**src/rtl/fixed_point_pkg.sv**
```systemverilog
// rtl/fixed_point_pkg.sv - shared Q8.8 types, constants and arbiter FSM states
//   DATA_WIDTH / FRAC_BITS : Q8.8 word geometry
//   fx_t                   : signed fixed-point word
//   fx_flags_t             : {n, v, z} result flags
//   FX_MAX / FX_MIN        : saturation limits
//   arb_state_t            : arbiter FSM states
package fixed_point_pkg;

  localparam int DATA_WIDTH = 16;
  localparam int FRAC_BITS  = 8;

  typedef logic signed [15:0] fx_t;

  typedef struct packed {
    logic n;
    logic v;
    logic z;
  } fx_flags_t;

  localparam fx_t FX_MAX = 16'h7FFF;
  localparam fx_t FX_MIN = 16'h8000;

  typedef enum logic [1:0] {
    IDLE = 2'd0,
    EXEC = 2'd1,
    DONE = 2'd2
  } arb_state_t;

endpackage

```
**src/rtl/fixed_addsub_arbiter_if.sv**
```systemverilog
// rtl/fixed_addsub_arbiter_if.sv - request/response bundle of the shared add/sub arbiter
//   req_valid/req_ready/req_a/req_b/req_op : per-requester issue ports
//   rsp_valid/rsp_ready/rsp_id/rsp_out     : tagged response channel
//   rsp_n/rsp_v/rsp_z                      : response flags
//   master : requesters + response consumer;  slave : the arbiter
interface fixed_addsub_arbiter_if #(
  parameter int NUM_REQ    = 4,
  parameter int DATA_WIDTH = 16
);
  localparam int ID_W = $clog2(NUM_REQ);

  logic [NUM_REQ-1:0]                 req_valid;
  logic [NUM_REQ-1:0]                 req_ready;
  logic [NUM_REQ-1:0][DATA_WIDTH-1:0] req_a;
  logic [NUM_REQ-1:0][DATA_WIDTH-1:0] req_b;
  logic [NUM_REQ-1:0]                 req_op;

  logic                  rsp_valid;
  logic                  rsp_ready;
  logic [ID_W-1:0]       rsp_id;
  logic [DATA_WIDTH-1:0] rsp_out;
  logic                  rsp_n;
  logic                  rsp_v;
  logic                  rsp_z;

  modport master (
    output req_valid, req_a, req_b, req_op, rsp_ready,
    input  req_ready, rsp_valid, rsp_id, rsp_out, rsp_n, rsp_v, rsp_z
  );

  modport slave (
    input  req_valid, req_a, req_b, req_op, rsp_ready,
    output req_ready, rsp_valid, rsp_id, rsp_out, rsp_n, rsp_v, rsp_z
  );

endinterface

```
**src/rtl/Add_Sub_FixedPoint.sv**
```systemverilog
// rtl/Add_Sub_FixedPoint.sv - two's-complement fixed-point adder/subtractor with N/V/Z
//   A, B : operands;  op : 0 = A+B, 1 = A-B
//   Out  : wrapped result;  N/V/Z : negative, signed overflow, zero
module Add_Sub_FixedPoint #(
  parameter int WIDTH = 16
) (
  input  logic [WIDTH-1:0] A,
  input  logic [WIDTH-1:0] B,
  input  logic             op,
  output logic [WIDTH-1:0] Out,
  output logic             N,
  output logic             V,
  output logic             Z
);

  logic sa, sb, so;

  assign Out = op ? (A - B) : (A + B);
  assign sa  = A[WIDTH-1];
  assign sb  = B[WIDTH-1];
  assign so  = Out[WIDTH-1];

  // Overflow: operands effectively share a sign but the result sign differs.
  assign V = op ? ((sa != sb) && (so != sa)) : ((sa == sb) && (so != sa));
  assign N = so;
  assign Z = (Out == '0);

endmodule

```
**src/rtl/fixed_addsub_arbiter_rr_pick.sv**
```systemverilog
// rtl/fixed_addsub_arbiter_rr_pick.sv - combinational round-robin picker
//   req : request vector;  ptr : highest-priority index
//   gnt : one-hot grant;   idx : granted index;  any : some request present
module rr_pick #(
  parameter int N     = 4,
  parameter int IDX_W = 2
) (
  input  logic [N-1:0]     req,
  input  logic [IDX_W-1:0] ptr,
  output logic [N-1:0]     gnt,
  output logic [IDX_W-1:0] idx,
  output logic             any
);

  logic [IDX_W:0] cand;

  // Walk indices ptr, ptr+1, ... modulo N; the first set request wins.
  // ptr is always < N, so one conditional subtraction performs the wrap.
  always_comb begin
    any  = 1'b0;
    idx  = '0;
    cand = '0;
    for (int i = 0; i < N; i++) begin
      cand = {1'b0, ptr} + (IDX_W+1)'(i);
      if (cand >= (IDX_W+1)'(N)) begin
        cand = cand - (IDX_W+1)'(N);
      end
      if (!any && req[cand[IDX_W-1:0]]) begin
        any = 1'b1;
        idx = cand[IDX_W-1:0];
      end
    end
  end

  assign gnt = any ? (N'(1) << idx) : '0;

endmodule

```
**src/rtl/fixed_addsub_arbiter.sv**
```systemverilog
// rtl/fixed_addsub_arbiter.sv - round-robin sharing of one Q8.8 add/sub unit
//   clk   : rising-edge clock
//   rst_n : asynchronous active-low reset
//   bus   : slave side of fixed_addsub_arbiter_if (requests in, tagged response out)
module fixed_addsub_arbiter #(
  parameter int DATA_WIDTH = 16,
  parameter int NUM_REQ    = 4,
  parameter int SATURATE   = 1
) (
  input  logic                  clk,
  input  logic                  rst_n,
  fixed_addsub_arbiter_if.slave bus
);
  import fixed_point_pkg::*;

  localparam int ID_W = $clog2(NUM_REQ);
  localparam int MSB  = DATA_WIDTH - 1;

  localparam logic [DATA_WIDTH-1:0] SAT_MAX = {1'b0, {(DATA_WIDTH-1){1'b1}}};
  localparam logic [DATA_WIDTH-1:0] SAT_MIN = {1'b1, {(DATA_WIDTH-1){1'b0}}};

  arb_state_t state_q, state_d;

  logic [ID_W-1:0]       ptr_q;
  logic [ID_W-1:0]       g_q;
  logic [DATA_WIDTH-1:0] a_q, b_q;
  logic                  op_q;

  logic [DATA_WIDTH-1:0] rsp_out_q;
  logic [ID_W-1:0]       rsp_id_q;
  fx_flags_t             rsp_flags_q;

  logic [NUM_REQ-1:0] pick_gnt;
  logic [ID_W-1:0]    pick_idx;
  logic [ID_W-1:0]    pick_ptr;
  logic               pick_any;

  logic [ID_W-1:0] ptr_after_g;
  logic            accept;
  logic            arb_en;
  logic            grant;

  logic [DATA_WIDTH-1:0] add_out;
  logic                  add_n, add_v, add_z;
  logic [DATA_WIDTH-1:0] res_out;
  fx_flags_t             res_flags;

  assign ptr_after_g = (g_q == ID_W'(NUM_REQ - 1)) ? '0 : g_q + ID_W'(1);
  assign accept      = (state_q == DONE) && bus.rsp_ready;

  // Arbitration is live in IDLE and in the DONE cycle that retires the
  // response; the retiring cycle already uses the advanced pointer so the
  // next grant lands back-to-back. Held in reset, nothing may be granted.
  assign arb_en   = rst_n && ((state_q == IDLE) || accept);
  assign pick_ptr = accept ? ptr_after_g : ptr_q;
  assign grant    = arb_en && pick_any;

  rr_pick #(
    .N     (NUM_REQ),
    .IDX_W (ID_W)
  ) u_pick (
    .req (bus.req_valid),
    .ptr (pick_ptr),
    .gnt (pick_gnt),
    .idx (pick_idx),
    .any (pick_any)
  );

  assign bus.req_ready = arb_en ? pick_gnt : '0;

  Add_Sub_FixedPoint #(
    .WIDTH (DATA_WIDTH)
  ) u_addsub (
    .A   (a_q),
    .B   (b_q),
    .op  (op_q),
    .Out (add_out),
    .N   (add_n),
    .V   (add_v),
    .Z   (add_z)
  );

  // Clamp toward the sign of A: on overflow A and the true result agree in sign.
  always_comb begin
    res_out     = add_out;
    res_flags.n = add_n;
    res_flags.v = add_v;
    res_flags.z = add_z;
    if ((SATURATE != 0) && add_v) begin
      res_out     = a_q[MSB] ? SAT_MIN : SAT_MAX;
      res_flags.n = res_out[MSB];
      res_flags.z = 1'b0;
    end
  end

  always_comb begin
    state_d = state_q;
    case (state_q)
      IDLE: if (pick_any) state_d = EXEC;
      EXEC: state_d = DONE;
      DONE: if (bus.rsp_ready) state_d = pick_any ? EXEC : IDLE;
      default: state_d = IDLE;
    endcase
  end

  always_ff @(posedge clk or negedge rst_n) begin
    if (!rst_n) begin
      state_q <= IDLE;
    end else begin
      state_q <= state_d;
    end
  end

  always_ff @(posedge clk or negedge rst_n) begin
    if (!rst_n) begin
      ptr_q       <= '0;
      g_q         <= '0;
      a_q         <= '0;
      b_q         <= '0;
      op_q        <= 1'b0;
      rsp_out_q   <= '0;
      rsp_id_q    <= '0;
      rsp_flags_q <= '0;
    end else begin
      // The pointer moves only when a response is consumed.
      if (accept) begin
        ptr_q <= ptr_after_g;
      end
      if (grant) begin
        g_q  <= pick_idx;
        a_q  <= bus.req_a[pick_idx];
        b_q  <= bus.req_b[pick_idx];
        op_q <= bus.req_op[pick_idx];
      end
      if (state_q == EXEC) begin
        rsp_out_q   <= res_out;
        rsp_id_q    <= g_q;
        rsp_flags_q <= res_flags;
      end
    end
  end

  assign bus.rsp_valid = (state_q == DONE);
  assign bus.rsp_id    = rsp_id_q;
  assign bus.rsp_out   = rsp_out_q;
  assign bus.rsp_n     = rsp_flags_q.n;
  assign bus.rsp_v     = rsp_flags_q.v;
  assign bus.rsp_z     = rsp_flags_q.z;

endmodule

```
**src/flat_wrapper.sv**
```systemverilog
// flat-port wrapper written by rule: the top's interface ports become plain ports
module fixed_addsub_arbiter_flat import fixed_point_pkg::*;
#(
  parameter int DATA_WIDTH = 16,
  parameter int NUM_REQ    = 4,
  parameter int SATURATE   = 1
)
  (clk, rst_n, bus_req_valid, bus_req_a, bus_req_b, bus_req_op, bus_rsp_ready, bus_req_ready, bus_rsp_valid, bus_rsp_id, bus_rsp_out, bus_rsp_n, bus_rsp_v, bus_rsp_z);
  fixed_addsub_arbiter_if #(.NUM_REQ(NUM_REQ), .DATA_WIDTH(DATA_WIDTH)) bus_i ();
  input  logic clk;
  input  logic rst_n;
  input wire logic [$bits(bus_i.req_valid)-1:0] bus_req_valid;
  input wire logic [$bits(bus_i.req_a)-1:0] bus_req_a;
  input wire logic [$bits(bus_i.req_b)-1:0] bus_req_b;
  input wire logic [$bits(bus_i.req_op)-1:0] bus_req_op;
  input wire logic [$bits(bus_i.rsp_ready)-1:0] bus_rsp_ready;
  output wire logic [$bits(bus_i.req_ready)-1:0] bus_req_ready;
  output wire logic [$bits(bus_i.rsp_valid)-1:0] bus_rsp_valid;
  output wire logic [$bits(bus_i.rsp_id)-1:0] bus_rsp_id;
  output wire logic [$bits(bus_i.rsp_out)-1:0] bus_rsp_out;
  output wire logic [$bits(bus_i.rsp_n)-1:0] bus_rsp_n;
  output wire logic [$bits(bus_i.rsp_v)-1:0] bus_rsp_v;
  output wire logic [$bits(bus_i.rsp_z)-1:0] bus_rsp_z;
  assign bus_i.req_valid = bus_req_valid;
  assign bus_i.req_a = bus_req_a;
  assign bus_i.req_b = bus_req_b;
  assign bus_i.req_op = bus_req_op;
  assign bus_i.rsp_ready = bus_rsp_ready;
  assign bus_req_ready = bus_i.req_ready;
  assign bus_rsp_valid = bus_i.rsp_valid;
  assign bus_rsp_id = bus_i.rsp_id;
  assign bus_rsp_out = bus_i.rsp_out;
  assign bus_rsp_n = bus_i.rsp_n;
  assign bus_rsp_v = bus_i.rsp_v;
  assign bus_rsp_z = bus_i.rsp_z;
  fixed_addsub_arbiter #(.DATA_WIDTH(DATA_WIDTH), .NUM_REQ(NUM_REQ), .SATURATE(SATURATE)) u_core (.clk(clk), .rst_n(rst_n), .bus(bus_i));
endmodule
```
**config.mk**
```make
export PLATFORM = sky130hd
export DESIGN_NAME = fixed_addsub_arbiter_flat
export DESIGN_NICKNAME = d
export VERILOG_FILES = /design/src/rtl/fixed_point_pkg.sv /design/src/rtl/fixed_addsub_arbiter_if.sv /design/src/rtl/Add_Sub_FixedPoint.sv /design/src/rtl/fixed_addsub_arbiter_rr_pick.sv /design/src/rtl/fixed_addsub_arbiter.sv /design/src/flat_wrapper.sv
export SDC_FILE = /design/constraint.sdc
export NUM_CORES = 1
export LEC_CHECK = 0
export CORE_UTILIZATION = 35
export CTS_CLUSTER_DIAMETER = 80
export DETAILED_ROUTE_END_ITERATION = 8
export GPL_TIMING_DRIVEN = 0
export PLACE_DENSITY = 0.7
export SLEW_MARGIN = 20
export SYNTH_ARGS = -nofsm -noshare
export SYNTH_HDL_FRONTEND = slang
export SYNTH_SLANG_ARGS = --single-unit
```
**constraint.sdc**
```tcl
create_clock -name clk -period 8.3 [get_ports clk]
set_input_delay 1.66 -clock clk [delete_from_list [all_inputs] [get_ports clk]]
set_output_delay 1.66 -clock clk [all_outputs]
set_load 0.05 [all_outputs]
```
After elaboration in Yosys (flattened, before gate mapping) --
Index checks and enable logic that the tools add are counted.
Storage, ports and cells: input bits 139, flip-flop bits (word level) 60
Cells by class: reductions and logical operators 15, $lt $le $gt $ge 9, add/sub/neg operators 10, muxes and demuxes 40, shift-type cells 1, equality and inequality tests 8
Operators with widths (number):
- two-way mux 16 bit | 5
- binary-select mux 16 bit (select 2 bit) | 2
- two-way mux 2 bit | 12
- adder 16 bit | 1
- zero test 16 bit | 1
- subtractor 16 bit | 1
- less-than comparator 2 x 3 -> 1 bit (second input constant) | 5
- two-way mux 1 bit | 13
- binary-select mux 1 bit (select 2 bit) | 5
- greater-or-equal comparator 3 bit (second input constant) | 3
- logical AND 1 bit | 8
- two-way mux 4 bit | 2
- subtractor 2 x 1 -> 2 bit (second input constant) | 4
- adder 2 x 2 -> 3 bit (second input constant) | 2
- case mux 2 bit (3 select lines) | 1
- == test 2 bit (second input constant) | 2
- left shift 1 x 2 -> 4 bit (first input constant) | 1
- adder 2 x 1 -> 3 bit (second input constant) | 1
- greater-or-equal comparator 2 x 3 -> 1 bit (second input constant) | 1
- zero test 1 bit | 3
- adder 2 x 1 -> 2 bit (second input constant) | 1
- == test 2 x 1 -> 1 bit (second input constant) | 1
- zero test 2 bit | 1
- inequality test 1 bit | 2
- other kinds (5) | 5

Logic depth before layout (Yosys ltp) --
depth after elaboration 20, gate-level depth with buffers 16, depth with buffers taken out 15

Cells and area by module --
Synthesis repeated with hierarchy kept, for this count alone.
Second synthesis, totals: cell total of the unflattened synthesis 401, area, all modules 4393.0 um^2
By module, submodules not included:
- fixed_addsub_arbiter | sequential area each 1501.4 um^2, cells each 223, area an instance 3169.3 um^2, times used 1
- Add_Sub_FixedPoint | sequential area each 0.0 um^2, cells each 146, area an instance 1041.0 um^2, times used 1
- rr_pick | sequential area each 0.0 um^2, cells each 32, area an instance 182.7 um^2, times used 1

Least setup slack after synthesis --
No wires, ideal clock.
kind input port to output port, start in bus_rsp_ready, end out bus_req_ready[0], path buffers 1, required time 6.640 ns, cell stages on the path 7, data arrival time 3.683 ns, path slack 2.957 ns, cell sequence nand3b_1 mux2_2 o21a_1 o32ai_1 nand3_1 buf_2 nor2_1
On the way: word-level cells in the longest chain between the ends 19
RTL lines:
- start: declaration | line flat_wrapper.sv:16 | input wire logic [$bits(bus_i.rsp_ready)-1:0] bus_rsp_ready;
- logical AND 1 bit * | line fixed_addsub_arbiter.sv:49 | assign accept = (state_q == DONE) && bus.rsp_ready;
- two-way mux 2 bit *
- named net u_core.pick_ptr[1] | line fixed_addsub_arbiter.sv:35 | logic [ID_W-1:0] pick_ptr;
- branches (longest 15 deep; another with adder 2 x 1 -> 3 bit)
- two-way mux 4 bit * | line fixed_addsub_arbiter_rr_pick.sv:35 | assign gnt = any ? (N'(1) << idx) : '0;
- two-way mux 4 bit * | line fixed_addsub_arbiter.sv:69 | assign bus.req_ready = arb_en ? pick_gnt : '0;
- end: declaration | line flat_wrapper.sv:17 | output wire logic [$bits(bus_i.req_ready)-1:0] bus_req_ready;
Mark *: on every way through the listed nets, which the timed path passes. The select of a mux whose other input is x is not followed.

Worst setup path after layout --
Ends and elaborated chain as after synthesis.

==> flow_summary.ini <==
[run_status]
run_status = completed

[timing]
min_period_ps = 6536
rsz0062_at_grt = no
max_freq_ghz = 0.1530
worst_slew_margin_rel = 0.4995
hold_violations = 0
setup_total_negative_slack_ps = 0
finalClockSkew_ps = 5.782
final_critical_path_setup_slack_ps = 1764
timing_max_transition_violations_final = 0
worst-slew-pin-transition_ps = 750.8
period_share = 0.7875
setup-violations-final = 0

[cts]
cts.sink_count = 59
worstSkewPairLatency_ps = 330
cts_buffers = 9
cts_setup_buffers = 0
cts_root_buf = sky130_fd_sc_hd__clkbuf_16
cts-hold-fix-buffers = 0
cts_htree_levels = 3
tritoncts = built
worst_setup_hold_path_clk_slew_ps = 50
cts-root-to-sink-buffers = 2
cts.repair.resized = 0

[floorplan]
floorplan.rows = 41
die_h_um = 117.8
coreArea_um2 = 12820
start_util = 0.3659
dieWidth_um = 117.8
floorplan.io_pins = 165
die_area_um2 = 13870

[critical_path]
critical_path_buf_inv_count = 3
worstReg2RegEnd = u_core.bus.rsp_out[5]
reg2regPathDepth = 13
critical_path.cell_chain = clkdlybuf4s50_1, nand3b_1, mux2_2, o21a_1, o32ai_1, nand3_1, buf_2, nor2_1, clkdlybuf4s50_1
crit_required_ps = 6640
worst_r2r_startpoint = u_core.b_q[6]
setup.worst_path.start_class = primary input
timing.critical_path.mode_cell = sky130_fd_sc_hd__clkdlybuf4s50_1
critical_path.max_fanout = 10
critical-path-slowest-cell = sky130_fd_sc_hd__clkdlybuf4s50_1
cp_slowest_stage_delay_ps = 820
critical-path-top-delay-family = buffers and inverters
worst_r2r_setup_slack_ps = 4460
worst-setup-path-type = in2out
worst_path_arrival_time_ps = 4880
setup_crit_end_kind = output port

[global_route]
antenna_found_initial = 0
first_global_vias = 4529
grt_util_all_layers = 0.1948
grt_overflow_total = 0
grt_first_pass_wirelength_um = 21870
pin_count_of_the_biggest_net_entering_global_routing = 63

[detailed_routing]
routedWlPerCell_um = 15.45
route.vias.total = 4596
drc_errors = 0
dr.first_iter.drc_count = 217
routed_via_density = 5.338
routed_wl_um = 13300
ant_nets = 0
drt_first_pass_iters = 4

[synthesis]
synth-adder-area-share = 0.04960
synth_simple_gate_area_frac = 0.1523
yosys-top-cells-area = sky130_fd_sc_hd__dfrtp_1, sky130_fd_sc_hd__mux2i_1, sky130_fd_sc_hd__a21o_1, sky130_fd_sc_hd__ha_1, sky130_fd_sc_hd__o22ai_1
netlist_instances = 510
async_reset_ff_frac = 1.000
synth-warning-count = 0
post_synthesis_register_bit_count = 59
synthesis.area_um2 = 4692
synth_enable_flop_cells = 0
post_synth_mux_area_share = 0.1568
synthXorXnorAreaFrac = 0.04827
ys_seq_area_frac = 0.3147
synth_top_area_share = 0.3147
postSynth.topFlopCell = sky130_fd_sc_hd__dfrtp_1
post-synth-top-area-cell = sky130_fd_sc_hd__dfrtp_1
main_combinational_cell_family_by_area_after_synthesis = compound AO/OA/AOI/OAI gates
synth.lib_cells_used.distinct = 67
synthesis.area_per_instance_um2 = 9.200
synth_nets = 667
synth_compound_gate_area_share = 0.2296

[job]
maxCapViolCount = 0

[finish]
layout-drive-gt1-share = 0.09289
final_cell_mix = sky130_fd_sc_hd__clkdlybuf4s50_1, sky130_fd_sc_hd__mux2i_1, sky130_fd_sc_hd__dfrtp_1
n_antenna_cell = 0
layout.nets = 842
core_utilization_of_the_finished_layout = 0.5323
area.growth.synth_to_final_pct = 45.49
postLayoutCellArea_um2 = 6827
most_frequent_standard_cell_in_the_layout_excluding_fill_and_tap_cells = sky130_fd_sc_hd__clkdlybuf4s50_1

[place]
placement.cell_area_um2 = 6546
hpwl_after_dpl_um = 10830
preCtsSetupSlack_ps = 1817
io_buffer_count = 164
gp_routability_congestion = 0.8533

[power_and_ir_drop]
power_frac_comb = 0.739
p_leak_nw = 3.080
power.density_cell_area_nw_per_um2 = 508.7
pwr-share-seq = 0.161
p_sw_w = 0.001756
netSwitchingFraction = 0.5056
irDropWorstVdd_v = 0.0002161
fraction_of_power_consumed_by_the_clock_network = 0.100
internal_power_w = 0.001717

[worst_hold_path]
holdCritPathClass = reg2reg
holdCritStartpoint = u_core.a_q[0]
whs_endpoint = u_core.a_q[0]
hold_depth = 1
## per-stage QoR
stage / hold slack, ps / power, W / std cells
finish: 476.9 / 0.003473 / 861
global route: 518.8 / 0.003741 / 861
CTS: 479.3 / 0.003456 / 861
detailed placement: 468.9 / 0.003087 / 846
global placement: 458.9 / 0.003030 / 846
floorplan: 449.5 / 0.002465 / 510
## cell families (layout without fill, tap and decap cells)
group,count (synthesis),count (layout)
flops,59,59
buf+inv,49,228
fa+ha+maj,18,18
compound gates,150,150
xor+xnor,25,25
mux,73,73
simple gates,136,136
## area by class of cell
type / instances / area [um^2]
Timing Repair Buffer: 164 / 1639
Inverter: 19 / 71.32
Clock buffer: 13 / 270.3
Tap cell: 172 / 215.2
Buffer: 30 / 157.7
Multi-Input combinational cell: 402 / 2987
Sequential cell: 59 / 1476
Clock inverter: 2 / 10.01
Fill cell: 1199 / 5998
## sequential cells by signal, summed over array words and instances (netlist names)
signal              cells
u_core.bus.rsp_z        1
u_core.g_q              2
u_core.a_q             16
u_core.state_q          2
u_core.op_q             1
u_core.b_q             16
u_core.bus.rsp_v        1
u_core.bus.rsp_out     16
u_core.ptr_q            2
u_core.bus.rsp_id       2
## synthesized netlist by cell type (all sizes together), types with 4 or more instances
master / count
a21o: 40
a21oi: 36
buf: 21
clkbuf: 9
dfrtp: 59
ha: 17
inv: 19
mux2: 4
mux2i: 69
nand2: 20
nand2b: 5
nand3: 21
nor2: 45
nor2b: 4
nor3: 12
o21ai: 8
o22ai: 33
xnor2: 18
xor2: 7
## worst max path at each step
stage,from,end,slack [ps],cells past startpoint
final,bus_rsp_ready,bus_req_ready[0],1760,9
after global routing,bus_rsp_ready,bus_req_ready[0],1590,9
after CTS,bus_rsp_ready,bus_req_ready[0],1810,9
after detailed placement,bus_rsp_ready,bus_req_ready[0],1820,9
after global placement,rst_n,bus_req_ready[3],50,8
after floorplan,bus_rsp_ready,bus_req_ready[0],2960,7
## worst register-to-register path, cell delays in order, from the launching register on
cell and delay [ps]:
sky130_fd_sc_hd__dfrtp_1 410, sky130_fd_sc_hd__or4_1 610, sky130_fd_sc_hd__nor2_1 220, sky130_fd_sc_hd__a21oi_1 110, sky130_fd_sc_hd__xnor2_1 240, sky130_fd_sc_hd__ha_1 350, sky130_fd_sc_hd__and4_1 240, sky130_fd_sc_hd__a21oi_1 220
sky130_fd_sc_hd__nand2_1 150, sky130_fd_sc_hd__o2111ai_2 370, sky130_fd_sc_hd__nand4b_1 320, sky130_fd_sc_hd__buf_2 290, sky130_fd_sc_hd__nand3_1 130, sky130_fd_sc_hd__a21oi_2 60
## layer usage
layer	vias up	wire, um	part of all wire	global-route usage
li1	2257	-	-	-
met1	2162	5878	0.44	0.2456
met2	162	6543	0.49	0.3404
met3	15	699	0.053	0.03537
met4	0	181	0.014	0.04968
met5	-	0	0	0
## power groups by stage
stage	combinational (W)	sequential (W)	clock, W
floorplan	0.00179	0.000672	0
global placement	0.00248	0.000554	0
detailed placement	0.00252	0.000563	0
CTS	0.00255	0.000559	0.000350
global route	0.00280	0.000578	0.000367
finish	0.00257	0.000559	0.000347
Note: power is estimated with default switching activity, not from simulation.
